$ cat src/rtl/inception_out18_serializer.sv
// Channel-serial output stage for the 18-output Inception block.
// Buffers whole 18-channel pixel vectors in a small FIFO. Streams them out one channel word per
// beat over valid/ready, with frame position tracking and sticky overflow detection.
module inception_out18_serializer #(
  parameter int unsigned IMG_Width  = 5,
  parameter int unsigned IMG_Height = 5,
  parameter int unsigned Datawidth  = 32,
  parameter int unsigned DEPTH      = 4
) (
  input  logic                 clk,
  input  logic                 rst,
  input  logic                 valid_in,
  input  logic [Datawidth-1:0] In_0,
  input  logic [Datawidth-1:0] In_1,
  input  logic [Datawidth-1:0] In_2,
  input  logic [Datawidth-1:0] In_3,
  input  logic [Datawidth-1:0] In_4,
  input  logic [Datawidth-1:0] In_5,
  input  logic [Datawidth-1:0] In_6,
  input  logic [Datawidth-1:0] In_7,
  input  logic [Datawidth-1:0] In_8,
  input  logic [Datawidth-1:0] In_9,
  input  logic [Datawidth-1:0] In_10,
  input  logic [Datawidth-1:0] In_11,
  input  logic [Datawidth-1:0] In_12,
  input  logic [Datawidth-1:0] In_13,
  input  logic [Datawidth-1:0] In_14,
  input  logic [Datawidth-1:0] In_15,
  input  logic [Datawidth-1:0] In_16,
  input  logic [Datawidth-1:0] In_17,
  output logic [Datawidth-1:0] out_data,
  output logic                 out_valid,
  input  logic                 out_ready,
  output logic [4:0]           out_channel,
  output logic                 out_last,
  output logic                 frame_done,
  output logic                 overflow
);

  localparam int unsigned NumCh  = 18;
  localparam int unsigned NumPix = IMG_Width * IMG_Height;
  localparam int unsigned PixW   = (NumPix > 1) ? $clog2(NumPix) : 1;
  localparam int unsigned PtrW   = $clog2(DEPTH);
  localparam int unsigned CntW   = $clog2(DEPTH + 1);
  localparam logic [PixW-1:0] LastPix = PixW'(NumPix - 1);
  localparam logic [4:0]      LastCh  = 5'd17;

  typedef enum logic [0:0] {StIdle, StSend} state_e;

  logic [Datawidth-1:0] in_vec [NumCh];
  logic [Datawidth-1:0] mem_q  [DEPTH][NumCh];

  state_e               state_q;
  logic [PtrW-1:0]      rd_ptr_q, wr_ptr_q, rd_ptr_inc;
  logic [CntW-1:0]      count_q, count_d;
  logic [4:0]           chan_q;
  logic [PixW-1:0]      pix_q;
  logic                 out_valid_q, out_last_q, frame_done_q, overflow_q;
  logic [Datawidth-1:0] out_data_q, head_next_word;
  logic                 accept, pop, push;

  assign in_vec[0]  = In_0;
  assign in_vec[1]  = In_1;
  assign in_vec[2]  = In_2;
  assign in_vec[3]  = In_3;
  assign in_vec[4]  = In_4;
  assign in_vec[5]  = In_5;
  assign in_vec[6]  = In_6;
  assign in_vec[7]  = In_7;
  assign in_vec[8]  = In_8;
  assign in_vec[9]  = In_9;
  assign in_vec[10] = In_10;
  assign in_vec[11] = In_11;
  assign in_vec[12] = In_12;
  assign in_vec[13] = In_13;
  assign in_vec[14] = In_14;
  assign in_vec[15] = In_15;
  assign in_vec[16] = In_16;
  assign in_vec[17] = In_17;

  // Handshake decode, FIFO occupancy and the first word of the next head pixel.
  always_comb begin
    accept     = out_valid_q && out_ready;
    pop        = accept && (chan_q == LastCh);
    push       = valid_in && ((count_q < CntW'(DEPTH)) || pop);
    rd_ptr_inc = rd_ptr_q + PtrW'(1);
    count_d    = count_q;
    if (push && !pop) begin
      count_d = count_q + CntW'(1);
    end else if (!push && pop) begin
      count_d = count_q - CntW'(1);
    end
    // A vector pushed into a one-deep FIFO on the pop edge is not in memory yet; forward it.
    if (push && (wr_ptr_q == rd_ptr_inc)) begin
      head_next_word = in_vec[0];
    end else begin
      head_next_word = mem_q[rd_ptr_inc][0];
    end
  end

  // Pixel-vector storage: all 18 words written in one cycle.
  always_ff @(posedge clk) begin
    if (push) begin
      mem_q[wr_ptr_q] <= in_vec;
    end
  end

  // FIFO pointers, sticky overflow and the output FSM with registered outputs.
  always_ff @(posedge clk or posedge rst) begin
    if (rst) begin
      state_q      <= StIdle;
      rd_ptr_q     <= '0;
      wr_ptr_q     <= '0;
      count_q      <= '0;
      chan_q       <= '0;
      pix_q        <= '0;
      out_valid_q  <= 1'b0;
      out_data_q   <= '0;
      out_last_q   <= 1'b0;
      frame_done_q <= 1'b0;
      overflow_q   <= 1'b0;
    end else begin
      count_q      <= count_d;
      frame_done_q <= 1'b0;
      if (push) begin
        wr_ptr_q <= wr_ptr_q + PtrW'(1);
      end
      if (pop) begin
        rd_ptr_q <= rd_ptr_inc;
      end
      if (valid_in && !push) begin
        overflow_q <= 1'b1;
      end
      unique case (state_q)
        StIdle: begin
          out_valid_q <= 1'b0;
          if (count_q != '0) begin
            state_q     <= StSend;
            out_valid_q <= 1'b1;
            chan_q      <= '0;
            out_data_q  <= mem_q[rd_ptr_q][0];
            out_last_q  <= 1'b0;
          end
        end
        StSend: begin
          if (accept) begin
            if (chan_q != LastCh) begin
              chan_q     <= chan_q + 5'd1;
              out_data_q <= mem_q[rd_ptr_q][chan_q + 5'd1];
              out_last_q <= (chan_q == 5'd16) && (pix_q == LastPix);
            end else begin
              chan_q     <= '0;
              out_last_q <= 1'b0;
              if (out_last_q) begin
                pix_q        <= '0;
                frame_done_q <= 1'b1;
              end else begin
                pix_q <= pix_q + PixW'(1);
              end
              if (count_d != '0) begin
                out_data_q <= head_next_word;
              end else begin
                state_q     <= StIdle;
                out_valid_q <= 1'b0;
              end
            end
          end
        end
        default: state_q <= StIdle;
      endcase
    end
  end

  assign out_data    = out_data_q;
  assign out_valid   = out_valid_q;
  assign out_channel = chan_q;
  assign out_last    = out_last_q;
  assign frame_done  = frame_done_q;
  assign overflow    = overflow_q;

endmodule
$ cat config.mk
export PLATFORM = sky130hd
export DESIGN_NAME = inception_out18_serializer
export DESIGN_NICKNAME = d
export VERILOG_FILES = /design/src/rtl/inception_out18_serializer.sv
export SDC_FILE = /design/constraint.sdc
export NUM_CORES = 2
export LEC_CHECK = 0
export ABC_AREA = 1
export CORE_AREA = 2 2 433 435
export CTS_BUF_LIST = sky130_fd_sc_hd__clkbuf_4
export DETAILED_ROUTE_END_ITERATION = 10
export DIE_AREA = 0 0 435 437
export PLACE_DENSITY_LB_ADDON = 0.3
export SLEW_MARGIN = 20
export SYNTH_ARGS = -nofsm -noshare
export SYNTH_HDL_FRONTEND = slang
export SYNTH_SLANG_ARGS = --single-unit
$ cat constraint.sdc
create_clock -name clk -period 35.9 [get_ports clk]
set_input_delay 7.18 -clock clk [delete_from_list [all_inputs] [get_ports clk]]
set_output_delay 7.18 -clock clk [all_outputs]
set_load 0.02 [all_outputs]
==> results.py <==
metrics = {
    "floorplanning": {
        "ios": 621,
        "core_area_mm2": 0.185,
        "fp.dieW_um": 435,
        "dieArea_mm2": 0.190,
        "initial_utilization_pct": 54.9,
        "die_y_um": 437,
        "row_count": 158,
    },
    "logic_synthesis": {
        "synth_flop_cell": "edfxtp_1",
        "ys_ff_latch": 2358,
        "seq_area_frac_synth_pct": 69.5,
        "synth_edf_count": 2304,
        "yosysMostFrequentCell": "nand2_1",
        "synth.avg_cell_area_um2": 10.5,
        "ys_warn_count": 0,
        "synthTopCellsByCount": "nand2_1 (3192), edfxtp_1 (2304), nand3_1 (1275)",
        "synth.distinct_cells": 41,
        "synthesis.nets": 10246,
        "synth.area.top_cells": "edfxtp_1 (68%), nand2_1 (12%), nand3_1 (6.3%)",
        "synth_cells": 9654,
        "syn-cell-area_mm2": 0.101,
        "yosysTopAreaCell": "edfxtp_1",
        "synth-async-reset-ratio_pct": 2.29,
        "synth_top_area_share_pct": 68.2,
    },
    "worst_setup_path": {
        "rr_startpoint": "rd_ptr_q[0]",
        "worstPathCellList": "clkdlybuf4s50_1, nand2_1, nor2_8, o21ai_2, nor2_4, buf_4, buf_4, buf_12",
        "path_delay_family": "buffers and inverters",
        "cp_num_cells": 8,
        "cp-start-kind": "input pin",
        "critPathArrivalTime_ns": 11.74,
        "crit_type": "in -> reg",
        "r2r_setup_slack_ns": 29.83,
        "cp_common_cell": "buf_4",
        "path_buf_inv": 4,
        "cp-end-kind": "flip-flop",
        "cp_max_fo": 143,
        "cp_data_required_time_ns": 36.90,
        "rr_worst_depth": 16,
        "critPathLaunch": "out_ready",
        "slowest_stage": "nor2_4",
        "max_stage_delay_ns": 0.87,
        "crit_path_end": "mem_q[3][370]",
        "r2r_end": "out_data[16]",
    },
    "global_route": {
        "grt_pass1_vias": 70080,
        "grt_overflow": 0,
        "grt_pass1_wl_um": 445000,
        "track_usage_pct": 31.7,
        "grt_start_max_net_pins": 199,
        "antenna_found_initial": 162,
    },
    "routing": {
        "vias": 74233,
        "routed_wl_um": 308000,
        "vias_per_cell": 5.53,
        "drt-wirelength-per-cell_um": 23.0,
        "drtIter0Drc": 8694,
        "drc_errors": 0,
        "ant_nets": 0,
        "firstDrtPassIters": 7,
    },
    "finish": {
        "drive_gt1_share_pct": 10.7,
        "area_growth_pct": 15.3,
        "fin_nets": 11041,
    },
    "clocking": {
        "root_buffer": "clkbuf_4",
        "cts.sinks": 2358,
        "cts_hold_buf": 0,
        "cts_tree": "yes",
        "cts_buffers": 610,
        "cts.htree.levels": 6,
        "cts_buffer_depth": 4,
        "cts_resized": 0,
        "post_cts_buffers": 0,
        "insertion_delay_ns": 1.47,
        "clk_pin_slew_ns": 0.06,
    },
    "placement": {
        "hpwl_um": 192000,
        "portBuffers": 620,
        "gp_congestion": 0.947,
    },
    "timing": {
        "report.final.slew_viol_count": 0,
        "max_freq_ghz": 0.0930,
        "fin_crit_sh_pct": 29.9,
        "rsz0062_at_grt": "false",
        "fin_crit_ns": 10.75,
        "worst_slew_pin_slew_ns": 1.16,
        "clock_skew_ns": 0.140,
        "finalSetupViolations": 0,
        "hold_viol_final": 0,
        "relSlewSlack_pct": 23.0,
        "timing.hold.ws_ns": 0.532,
        "tns_ns": 0,
    },
    "pwr": {
        "p_per_area_mw_per_mm2": 70.9,
        "leakagePower_nw": 47.6,
        "ir_drop_uv": 63.6,
    },
    "run_status": {
        "status": "finished, final reports clean",
    },
    "run": {
        "drv_cap": 0,
    },
    "hold_path": {
        "min_path_type": "reg -> reg",
    },
}
==> routing by layer <==
layer	vias to the layer above	routed length (um)	track usage, %
met4	104	22200	23.4
met5	-	663	0
met1	35284	112000	39.3
met3	830	31900	8.92
li1	33935	-	-
met2	4080	142000	47.9
==> worst min-delay path: stages, from the launching register on <==
cell     delay (ns)
dfrtp_1        0.34
nor2_1         0.05
a21oi_1        0.10
==> worst min path at each step <==
stage / start / slack, ns / depth (start not counted) / endpoint
2_1_floorplan: state_q / 0.50 / 1 / state_q
3_3_place_gp: out_data[27] / 0.52 / 2 / out_data[27]
3_5_place_dp: out_data[27] / 0.52 / 2 / out_data[27]
4_1_cts: out_data[20] / 0.53 / 2 / out_data[20]
5_1_grt: out_data[27] / 0.55 / 2 / out_data[27]
6_report: out_data[27] / 0.53 / 2 / out_data[27]
==> placed cells by master, fill, tap and decap left out, types with 4 or more instances in the layout <==
master and instances:
nand2_1 3191, diode_2 94, inv_2 21, edfxtp_1 2304, clkbuf_4 880, o21ai_1 10, clkdlybuf4s50_1 620, bufinv_16 7
a21oi_1 72, inv_1 1157, buf_12 18, clkinv_1 96, o211ai_1 52, clkinvlp_4 4, buf_4 77, dfrtp_1 51
mux2i_1 18, a22oi_1 18, nand3_1 1275, o22ai_1 72, ha_1 11, or2_2 108, clkinv_2 10, nor2_1 449
o31ai_1 8, o21ai_0 277, nor2_4 7
==> state kept, by name, indices dropped and copies added, names as in the netlist, 2 cells and up <==
| register | cells |
|---|---|
| out_channel | 5 |
| mem_q | 2304 |
| out_data | 32 |
| pix_q | 5 |
| wr_ptr_q | 2 |
| count_q | 3 |
| rd_ptr_q | 2 |
==> stage by stage <==
step / setup WS [ns] / utilization (%) / area (um2) / power [W] / instances
CTS: 25.30 / 63.1 / 117000 / 0.00825 / 13328
finish: 25.15 / 63.2 / 117000 / 0.00829 / 13422
global route: 25.10 / 63.2 / 117000 / 0.00862 / 13413
global placement: 23.86 / 59.2 / 109000 / 0.00598 / 12317
floorplan: 2.94 / - / 101000 / 0.00502 / 9654
detailed placement: 23.82 / 59.2 / 109000 / 0.00603 / 12317
==> cell families after synthesis <==
group | count (synthesis) | share of synthesized area (%)
and+or+nand+nor | 5042 | 20.6
DFF | 2358 | 69.5
buffers and inverters | 1703 | 6.71
AOI/OAI and AO/OA | 514 | 2.83
muxes | 18 | 0.178
adders and majority gates | 12 | 0.148
xor gates and xnor gates | 7 | 0.0752
==> where the power goes <==
part           switching, W  internal (W)  total [W]
Sequential        0.0000870       0.00324    0.00333
Combinational       0.00206      0.000665    0.00273
Clock               0.00107       0.00117    0.00224
==> layout make-up <==
class                           count  area [um2]
Inverter                         1171        4420
Clock inverter                    131         718
Timing Repair Buffer              715        7140
Multi-Input combinational cell   5593       24300
Tap cell                         2480        3100
Antenna cell                       94         235
Sequential cell                  2358       70500
Clock buffer                      880        6610
Fill cell                       14306       68000
Note: power is estimated with default switching activity, not from simulation.
